### src/rtl/is_uart_rx_fifo.sv
// Receive buffer behind the UART RX FSM: edge-detected capture of 10-bit words
// into a first-word-fall-through FIFO with sticky overrun, framing-error count and level irq.
module is_uart_rx_fifo #(
  parameter int DEPTH  = 16,
  parameter int THRESH = 8
) (
  input  logic                       clk_i,
  input  logic                       rst_i,
  input  logic                       wr_en_i,
  input  logic [9:0]                 wr_data_i,
  input  logic                       rd_en_i,
  output logic [7:0]                 rd_data_o,
  output logic                       rd_par_o,
  output logic                       rd_ferr_o,
  output logic                       empty_o,
  output logic                       full_o,
  output logic [$clog2(DEPTH):0]     count_o,
  output logic                       ovr_o,
  input  logic                       ovr_clr_i,
  output logic [7:0]                 ferr_cnt_o,
  output logic                       irq_o
);

  localparam int AW = $clog2(DEPTH);
  localparam int CW = AW + 1;

  logic [9:0]    mem [DEPTH];
  logic [AW-1:0] wr_ptr;
  logic [AW-1:0] rd_ptr;
  logic [CW-1:0] count;
  logic [CW-1:0] count_nxt;
  logic          wr_en_p0;
  logic          ovr;
  logic          ovr_nxt;
  logic          irq_p0;
  logic [7:0]    ferr_cnt;
  logic [7:0]    ferr_nxt;
  logic          wr_evt;
  logic          empty;
  logic          full;
  logic          pop;
  logic          push;
  logic          drop;

  // A pop frees a slot in the same edge, so a write to a full FIFO survives when paired with a pop.
  always_comb begin
    wr_evt    = wr_en_i & ~wr_en_p0;
    empty     = (count == '0);
    full      = (count == CW'(DEPTH));
    pop       = rd_en_i & ~empty;
    push      = wr_evt & (~full | pop);
    drop      = wr_evt & full & ~pop;
    count_nxt = count;
    if (push && !pop) begin
      count_nxt = count + CW'(1);
    end else if (pop && !push) begin
      count_nxt = count - CW'(1);
    end
    ovr_nxt = ovr;
    if (drop) begin
      ovr_nxt = 1'b1;
    end else if (ovr_clr_i) begin
      ovr_nxt = 1'b0;
    end
    ferr_nxt = ferr_cnt;
    if (push && wr_data_i[9] && (ferr_cnt != 8'hFF)) begin
      ferr_nxt = ferr_cnt + 8'd1;
    end
  end

  // ---- stage p0: control state, edge-detect copy and registered irq ----
  always_ff @(posedge clk_i) begin
    if (rst_i) begin
      wr_en_p0 <= 1'b1;
      wr_ptr   <= '0;
      rd_ptr   <= '0;
      count    <= '0;
      ovr      <= 1'b0;
      ferr_cnt <= 8'd0;
      irq_p0   <= 1'b0;
    end else begin
      wr_en_p0 <= wr_en_i;
      if (push) begin
        wr_ptr <= wr_ptr + AW'(1);
      end
      if (pop) begin
        rd_ptr <= rd_ptr + AW'(1);
      end
      count    <= count_nxt;
      ovr      <= ovr_nxt;
      ferr_cnt <= ferr_nxt;
      irq_p0   <= (count_nxt >= CW'(THRESH)) | ovr_nxt;
    end
  end

  always_ff @(posedge clk_i) begin
    if (push) begin
      mem[wr_ptr] <= wr_data_i;
    end
  end

  assign rd_data_o  = mem[rd_ptr][7:0];
  assign rd_par_o   = mem[rd_ptr][8];
  assign rd_ferr_o  = mem[rd_ptr][9];
  assign empty_o    = empty;
  assign full_o     = full;
  assign count_o    = count;
  assign ovr_o      = ovr;
  assign ferr_cnt_o = ferr_cnt;
  assign irq_o      = irq_p0;

endmodule

### config.mk
export PLATFORM = sky130hd
export DESIGN_NAME = is_uart_rx_fifo
export DESIGN_NICKNAME = d
export VERILOG_FILES = /design/src/rtl/is_uart_rx_fifo.sv
export SDC_FILE = /design/constraint.sdc
export NUM_CORES = 1
export LEC_CHECK = 0
export BUFFER_PORTS_ARGS = -buffer_cell sky130_fd_sc_hd__buf_2
export CAP_MARGIN = 10
export CORE_MARGIN = 2
export CORE_UTILIZATION = 50
export DETAILED_ROUTE_END_ITERATION = 8
export PLACE_DENSITY_LB_ADDON = 0.3
export SYNTH_ARGS = -nofsm -noshare
export SYNTH_HDL_FRONTEND = slang
export SYNTH_SLANG_ARGS = --single-unit
### constraint.sdc
create_clock -name clk_i -period 3.45 [get_ports clk_i]
set_clock_uncertainty 0.1 [all_clocks]
set_input_delay 0.345 -clock clk_i [delete_from_list [all_inputs] [get_ports clk_i]]
set_output_delay 0.345 -clock clk_i [all_outputs]
set_load 0.01 [all_outputs]
[After elaboration in Yosys (flattened, before gate mapping)]
Memory sizes are Yosys's and may differ from the RTL's. A register that Yosys moved wholly into a read port is not among the register bits.
Index checks and enable logic that the tools add are counted.
Widths: inputs -> output; s select.
Word-level totals
  register bits after elaboration: 24
  input bits: 15
  output and inout port bits: 27
  word-level logic and storage cells: 42
  bits in writable memories: 160
  memories kept: 1
Memory list
  mem: words 16, width 10, rd ports 1, clocked after Yosys merged registers in 1, write ports 1, RTL line 27  | logic [9:0] mem [DEPTH];
Cells by class
  equal/unequal tests: 2
  mux-type cells: 8
  $add $sub $neg: 5
  bitwise gates (word level): 11
  order comparisons: 1
  reductions and logical operators: 7
Operator list (number)
  $mux 5: 2
  $add 4x1->4 const B: 2
  $add 8x1->8 const B: 1
  $mux 4: 2
  $ne 8x8->1 const B: 1
  $add 5x1->5 const B: 1
  $and 1x1->1: 5
  $eq 5x5->1 const B: 1
  $ge 5x4->1 const B: 1
  $logic_not 5->1: 1
  $sub 5x1->5 const B: 1
  $logic_and 1x1->1: 4
  $mux 1: 4
  $not 1->1: 4
  $logic_not 1->1: 2
  $or 1x1->1: 2

[Logic depth before layout (Yosys ltp)]
Gate-level depths: netlist of the first run.
  depth in word-level cells: 11
  mapped depth: 8
  mapped depth without buffers: 7

[Worst setup path before layout of the first run]
Ideal clock, no wire load.
  kind: reg2reg
  from: register count[1], in the netlist count_o[1]
  to: memory mem[3][0] (enable)
  data arrival time: 2280 ps
  clock period less this slack: 2770 ps
  data required time: 2960 ps
  cell stages (with the launch flop): 8
  setup slack: 680 ps
  library setup time: 390 ps
  path buffers: 1
  cell sequence: dfxtp_1 > inv_1 > ha_1 > nor3b_1 > buf_2 > a21oi_2 > nand2_1 > nor3_1
On the way
  word-level cells in the longest chain between the ends: 7
  elaborated cells between the ends (all ways): 9
  classes of those cells: eq/ne: 1; mux: 2; bitwise: 5; reduce/logical: 1
Ends and longest elaborated chain
  from (decl): RTL line 30  | logic [CW-1:0] count;
  from (signal assigned): RTL line 89  | count <= count_nxt;
  $logic_not 5->1: RTL line 48  | empty = (count == '0);
  $not 1->1: RTL line 50  | pop = rd_en_i & ~empty;
  $and 1x1->1: RTL line 50
  $or 1x1->1 (*): RTL line 51  | push = wr_evt & (~full | pop);
  $and 1x1->1 (*): RTL line 51
  $mux 1 (*): RTL line 97  | if (push) begin
  $mux 1 (not written as such) (*): RTL line 98  | mem[wr_ptr] <= wr_data_i;
  to (decl): RTL line 27
Mark *: on every way between the ends. The rest lies on a longest branch, timed or not.

==> flow_metrics.tcl, run 1 <==
set metrics [dict create \
    worstHoldPathType "in -> reg" \
    tns_ns 0 \
    synth_edf_count 160 \
    r2r_end "mem[6][1]" \
    post_cts.repair.setup_buffers 0 \
    cts_resized 0 \
    dp_hpwl_um 9340 \
    syn_to_final_growth_pct 15.3 \
    track_usage 0.196 \
    grt_max_degree 41 \
    clk_latency_ns 0.43 \
    p_leak_nw 2.94 \
    tightest_slew_ns 0.792 \
    synth_xor_area_frac 0.0173 \
    startpoint_type "flip-flop" \
    cpLargestDelayFamily "multiplexers" \
    finalHoldViolations 0 \
    portBuffers 41 \
    synth_top_family_by_area "multiplexers" \
    cts_tree "built" \
    syn_nets 430 \
    power_density_nw_per_um2 648 \
    cts_buffers 17 \
    whs_path_depth 2 \
    grt_pass1_wl_um 23100 \
    htreeDepth 4 \
    yosysWarnings 0 \
    wl_per_cell_um 22.3 \
    worstReg2RegStart "count_o[1]" \
    pre_cts_slack_ns 0.747 \
    outcome "completed" \
    synth-compound-area-share 0.0225 \
    fmax_mhz 316 \
    yosysSeqAreaShare 0.706 \
    core.rowCount 45 \
    worstPathMaxFanout 23 \
    synthMuxAreaShare 0.163 \
    min_period_over_period 0.916 \
    worstPathCellList "buf_12, mux4_1, mux4_2, buf_2" \
    r2r_cells 7 \
    dr.first_iter.drc_count 453 \
    pwr-share-clk 0.382 \
    synth_seq_cells 188 \
    syn_area_um2 7600 \
    drt_first_pass_iters 5 \
    ys_async_sr_fraction 0 \
    max_slew_margin 0.472 \
    cts-root-buf "clkbuf_16" \
    p_sw_w 0.00135 \
    postCtsHoldBufs 0 \
    initial_utilization 0.506 \
    final-seq-area_um2 5370 \
    synth_area_leaders "edfxtp_1 63%, mux4_1 11%, dfxtp_1 7.4%, mux4_2 5.6%, nor2_1 1.8%" \
    synthAdderAreaFrac 0.0132 \
    crit_arrival_ns 2.72 \
    io_pins 42 \
    overflow 0 \
    die_area_um2 16200 \
    crit_buf_inv 2 \
    synth_simple_gate_area_frac 0.0561 \
    critPathSlowestCell "dfxtp_2" \
    final_area_um2 8770 \
    path_clk_slew_ns 0.07 \
    synthFlopType "edfxtp_1" \
    peakVddDrop_mv 0.436 \
    hold_start "wr_en_i" \
    netlist_instances 407 \
    dp_cells 636 \
    vias_per_cell 5.90 \
    multi_input_area_um2 2090 \
    coreArea_um2 15000 \
    dpl-instance-area_um2 8100 \
    syn_avg_cell_area_um2 18.7 \
    fin_ws_ns 0.290 \
    die_width_um 127 \
    maxCapViolCount 0 \
    crit_path_end_kind "primary output" \
    nFillCells 1093 \
    crit_required_ns 3.00 \
    swShare 0.237 \
    power.internal_w 0.00434 \
    cts_buffer_depth 2 \
    gp_congestion 0.811 \
    num_vias 3932 \
    critical_path_class "reg -> out" \
    seqPwrFrac 0.459 \
    synth_top_area_frac 0.632 \
    finalCriticalPeriod_ns 3.16 \
    slowest_delay_ns 0.71 \
    setup_viol 0 \
    ant_nets 0 \
    synth_cell_types 41 \
    nets 490 \
    min_to "wr_en_p0" \
    drc_errors 0 \
    r2r_slack_ns 0.73 \
    synth_area_leader_cell "edfxtp_1" \
    antenna_found_initial 0 \
    maxSlewViolCount 0 \
    drt-total-wl_um 14900 \
    cts.sinks 188 \
    drive_gt1_frac 0.248 \
    n_antenna_cell 0 \
    chipHeight_um 127 \
    combPwrFrac 0.160 \
    rsz0062_at_grt "no" \
    grt_pass1_vias 3912 \
    fin_cells 667 \
]
Yosys cell counts, types with 6 or more instances:
| cell type | number |
|---|---|
| a21oi_1 | 8 |
| buf_2 | 6 |
| clkbuf_1 | 10 |
| dfxtp_1 | 28 |
| edfxtp_1 | 160 |
| ha_1 | 8 |
| inv_1 | 8 |
| mux4_1 | 31 |
| mux4_2 | 19 |
| nand2_1 | 11 |
| nand3_1 | 8 |
| nor2_1 | 36 |
| nor3_1 | 12 |
| o21ai_0 | 6 |
| xnor2_1 | 10 |
area by class of cell:
class / instances / area share
flip-flops and latches: 188 / 0.612
inverters: 8 / 0.00343
clock buffers: 17 / 0.0485
well taps: 188 / 0.0268
repair buffers: 63 / 0.0437
clock inverters: 14 / 0.0273
multi-input cells: 189 / 0.238
power groups by stage:
stage          clock (W)  combinational (W)  sequential, W
3_3_place_gp           0           0.000897        0.00265
3_5_place_dp           0           0.000910        0.00266
4_1_cts          0.00221           0.000915        0.00261
6_report         0.00217           0.000909        0.00261
2_1_floorplan          0           0.000745        0.00260
5_1_grt          0.00230           0.000990        0.00261
sequential cells by signal, indices dropped and copies added (netlist names), named ones only:
signal      count
wr_ptr          4
ferr_cnt_o      8
count_o         5
rd_ptr          4
mem           160
irq_o           1
ovr_o           1
wr_en_p0        1
logic make-up after synthesis:
family / after synthesis
muxes: 50
AOI/OAI and AO/OA: 27
adders and majority gates: 8
and+or+nand+nor: 89
buffers and inverters: 30
xor gates and xnor gates: 15
DFF: 188
placed cells by master, fill, tap and decap left out, drive strengths merged:
cell type	Yosys	layout
nand3	8	8
nor3	12	12
buf	12	63
dfxtp	28	28
and4	1	1
clkinvlp	0	3
nor2	36	36
mux4	50	50
or4b	1	1
a21o	1	1
a2111oi	1	1
a21oi	9	9
nand2b	4	4
nand2	11	11
o21a	1	1
clkbuf	10	17
a32oi	2	2
nor3b	1	1
o31ai	2	2
nand4	3	3
clkinv	0	2
a211oi	2	2
xnor2	10	10
and3b	1	1
inv	8	11
a31oi	1	1
or3	2	2
and2	1	1
or2	1	1
ha	8	8
a41oi	1	1
xor2	5	5
nor2b	2	2
edfxtp	160	160
o21ai	7	7
nor4b	1	1
bufinv	0	6
nor4	4	4
worst register-to-register path, stage by stage, from the launching register on:
cell and delay (ns):
dfxtp_1 0.48, inv_1 0.11, ha_1 0.23, nor3b_1 0.17
a21oi_2 0.34, nand2_1 0.19, nor2_1 0.49, buf_4 0.30
layer usage:
| metal | wire length (um) | global-route usage |
|---|---|---|
| met4 | 366 | 0.0808 |
| met2 | 7030 | 0.301 |
| met3 | 741 | 0.0410 |
| met5 | 0 | 0 |
| met1 | 6770 | 0.279 |
worst max path at each step:
stage	from	end	slack [ns]	cells past startpoint
after floorplan	count_o[1]	mem[3][0]	0.68	7
after global placement	flip-flop	rd_data_o[6]	0.78	4
after detailed placement	flip-flop	rd_data_o[6]	0.75	4
after CTS	flip-flop	rd_data_o[6]	0.28	4
after global routing	flip-flop	rd_data_o[6]	0.21	4
final	flip-flop	rd_data_o[6]	0.29	4
per-stage QoR:
step	utilization	total power [W]	hold slack, ns
after floorplan	-	0.00335	0.344
after global placement	0.539	0.00355	0.373
after global routing	0.583	0.00590	0.0291
after detailed placement	0.539	0.00357	0.393
after CTS	0.583	0.00573	0.0219
final	0.583	0.00568	0.0356
No activity file was read; power rests on OpenSTA's default activity.
==> run 2: changes to the inputs <==
- ABC_AREA: default -> 1
- CORE_UTILIZATION: 50 -> 43
- clock period: 3.45 -> 3.74 ns (I/O delays scaled with it)
==> run 2 against run 1 <==
Net effect:
- utilization decreased by 8.8 points
- final cell count increased by 44%
- global-route usage decreased by 1.6 points
- hold slack improved by 0.024 ns
- first-iteration DRC count increased by 18%
- critical path depth increased by 2
- die area increased by 18%
- non-clock buffer count decreased by 4
- sequential cell count unchanged
- synthesized cell count increased by 65%
- via count increased by 31%
- critical endpoint is now rd_par_o
- largest cell class unchanged
==> flow_metrics.tcl, run 2 <==
set metrics [dict create \
    nFillCells 1588 \
    vias_per_cell 5.39 \
    maxSlewViolCount 0 \
    initial_utilization 0.436 \
    r2r_slack_ns 1.15 \
    nets 739 \
    drive_gt1_frac 0.148 \
    chipHeight_um 139 \
    startpoint_type "flip-flop" \
    cts_buffer_depth 2 \
    postCtsHoldBufs 0 \
    die_width_um 139 \
    syn_to_final_growth_pct 13.4 \
    post-synth-top-count-cell "edfxtp_1" \
    finalCriticalPeriod_ns 2.76 \
    netlist_instances 673 \
    wl_per_cell_um 17.7 \
    fin_hold_ws_ns 0.0599 \
    multi_input_area_um2 2130 \
    synth_top_area_frac 0.617 \
    cts_tree "built" \
    overflow 0 \
    coreArea_um2 17800 \
    p_leak_nw 3.05 \
    dp_hpwl_um 10500 \
    num_vias 5168 \
    drc_errors 0 \
    synth_edf_count 160 \
    worstPathMaxFanout 45 \
    power_density_nw_per_um2 571 \
    critPathSlowestCell "dfxtp_2" \
    synth_seq_cells 188 \
    largest_register_ff_count 160 \
    portBuffers 41 \
    drt_first_pass_iters 5 \
    crit_path_frequent_cell "o211ai_1" \
    maxCapViolCount 0 \
    cts-root-buf "clkbuf_16" \
    antenna_found_initial 0 \
    critical_path_class "reg -> out" \
    syn_area_um2 7780 \
    synth_area_leaders "edfxtp_1 62%, dfxtp_1 7.2%, nor2_1 7.2%, o21ai_0 6.2%, o211ai_1 3.9%" \
    fmax_mhz 362 \
    clk_latency_ns 0.42 \
    setup_viol 0 \
    outcome "completed" \
    syn_nets 696 \
    grt_max_degree 81 \
    final-seq-area_um2 5370 \
    pwr-share-clk 0.344 \
    htreeDepth 4 \
    drt-total-wl_um 17000 \
    grt_pass1_vias 5134 \
    cts_resized 0 \
    post_cts.repair.setup_buffers 0 \
    grt_pass1_wl_um 26900 \
    regMostFlops "mem" \
    die_area_um2 19200 \
    hold_start "wr_en_i" \
    finalHoldViolations 0 \
    yosysSeqAreaShare 0.689 \
    tightest_slew_ns 0.984 \
    synth_area_leader_cell "edfxtp_1" \
    peakVddDrop_mv 0.332 \
    crit_required_ns 3.27 \
    synthFlopType "edfxtp_1" \
    core.rowCount 49 \
    layout_common_cells "160 x edfxtp_1, 149 x nor2_1, 96 x o21ai_0, 50 x nand2_1, 41 x buf_2" \
    ant_nets 0 \
    cts_buffers 17 \
    io_pins 42 \
    rsz0062_at_grt "no" \
    yosysWarnings 0 \
    n_antenna_cell 0 \
    syn_avg_cell_area_um2 11.6 \
    power.internal_w 0.00356 \
    track_usage 0.181 \
    gp_congestion 0.844 \
    dr.first_iter.drc_count 535 \
    yosys-top-cells-count "160 x edfxtp_1, 149 x nor2_1, 96 x o21ai_0" \
    path_clk_slew_ns 0.07 \
    tns_ns 0 \
    synth_cell_types 31 \
    crit_path_end_kind "primary output" \
    seqPwrFrac 0.472 \
    max_slew_margin 0.342 \
    worstReg2RegStart "count_o[0]" \
    ys_async_sr_fraction 0 \
    min_period_over_period 0.739 \
    combPwrFrac 0.184 \
    crit_arrival_ns 2.29 \
    p_sw_w 0.00148 \
    cts.sinks 188 \
    final_common_cell "edfxtp_1" \
    slowest_delay_ns 0.76 \
    swShare 0.294 \
    worstHoldPathType "in -> reg" \
    worstPathCellList "buf_12, o21ai_0, o211ai_1, o211ai_1, nand2_1, buf_2" \
]
[run 2: cell count changes in the layout (fill, tap and decap cells not counted), moves of 7 or more]
cell / before / now
a21oi_1: 8 / 16
nand3_1: 8 / 35
nor3_1: 9 / 2
inv_1: 8 / 23
o21ai_0: 6 / 96
mux4_2: 19 / 0
nor2_1: 36 / 149
o211ai_1: 0 / 40
mux4_1: 31 / 0
xnor2_1: 10 / 3
nand2_1: 11 / 50
[run 2: cell families after synthesis]
group / count (synthesis) / synth area share
fa+ha+maj: 8 / 0.0129
simple gates: 252 / 0.139
xor+xnor: 8 / 0.00900
buf+inv: 63 / 0.0375
flops: 188 / 0.689
compound gates: 154 / 0.112
[run 2: path summary, 6_finish.rpt]
path                end  cells past startpoint
max            rd_par_o                      6
min            wr_en_p0                      3
max reg2reg  mem[14][1]                      9
min reg2reg   rd_ptr[2]                      2
[run 2: per-stage QoR]
stage                     instances  utilization  cell area [um2]  setup slack, ns  power, W
after floorplan                 673            -             7780             1.45   0.00306
after global routing            958        0.495             8830            0.802   0.00528
after detailed placement        926        0.463             8260             1.18   0.00336
after global placement          926        0.463             8260             1.30   0.00333
after CTS                       958        0.495             8830            0.962   0.00507
final                           958        0.495             8830            0.978   0.00504
[run 2: routing by layer]
metal  global-route usage  up-vias  part of all wire
met2                0.304      167              0.50
li1                     -     2477                 -
met4               0.0537        0             0.016
met5                    0        -                 0
met3               0.0459       20             0.055
met1                0.233     2504              0.43
[run 2: critical path, delay by kind of cell, from the launching register on]
kind	cells	cell delay, ns
DFF	1	0.76
and+or+nand+nor	1	0.09
AOI/OAI and AO/OA	3	0.54
buffers and inverters	2	0.42
[run 2: layout make-up]
cell class                      instances  area share
Timing Repair Buffer                   59      0.0414
Multi-Input combinational cell        422       0.241
Clock buffer                           18      0.0486
Tap cell                              229      0.0325
Clock inverter                         14      0.0157
Inverter                               28      0.0128
Sequential cell                       188       0.608
[run 2: power groups by stage]
stage | Clock (W) | Combinational (W) | Sequential, W
final | 0.00173 | 0.000928 | 0.00238
after floorplan | 0 | 0.000676 | 0.00238
after global placement | 0 | 0.000909 | 0.00242
after global routing | 0.00184 | 0.00105 | 0.00239
after detailed placement | 0 | 0.000932 | 0.00243
after CTS | 0.00176 | 0.000935 | 0.00238
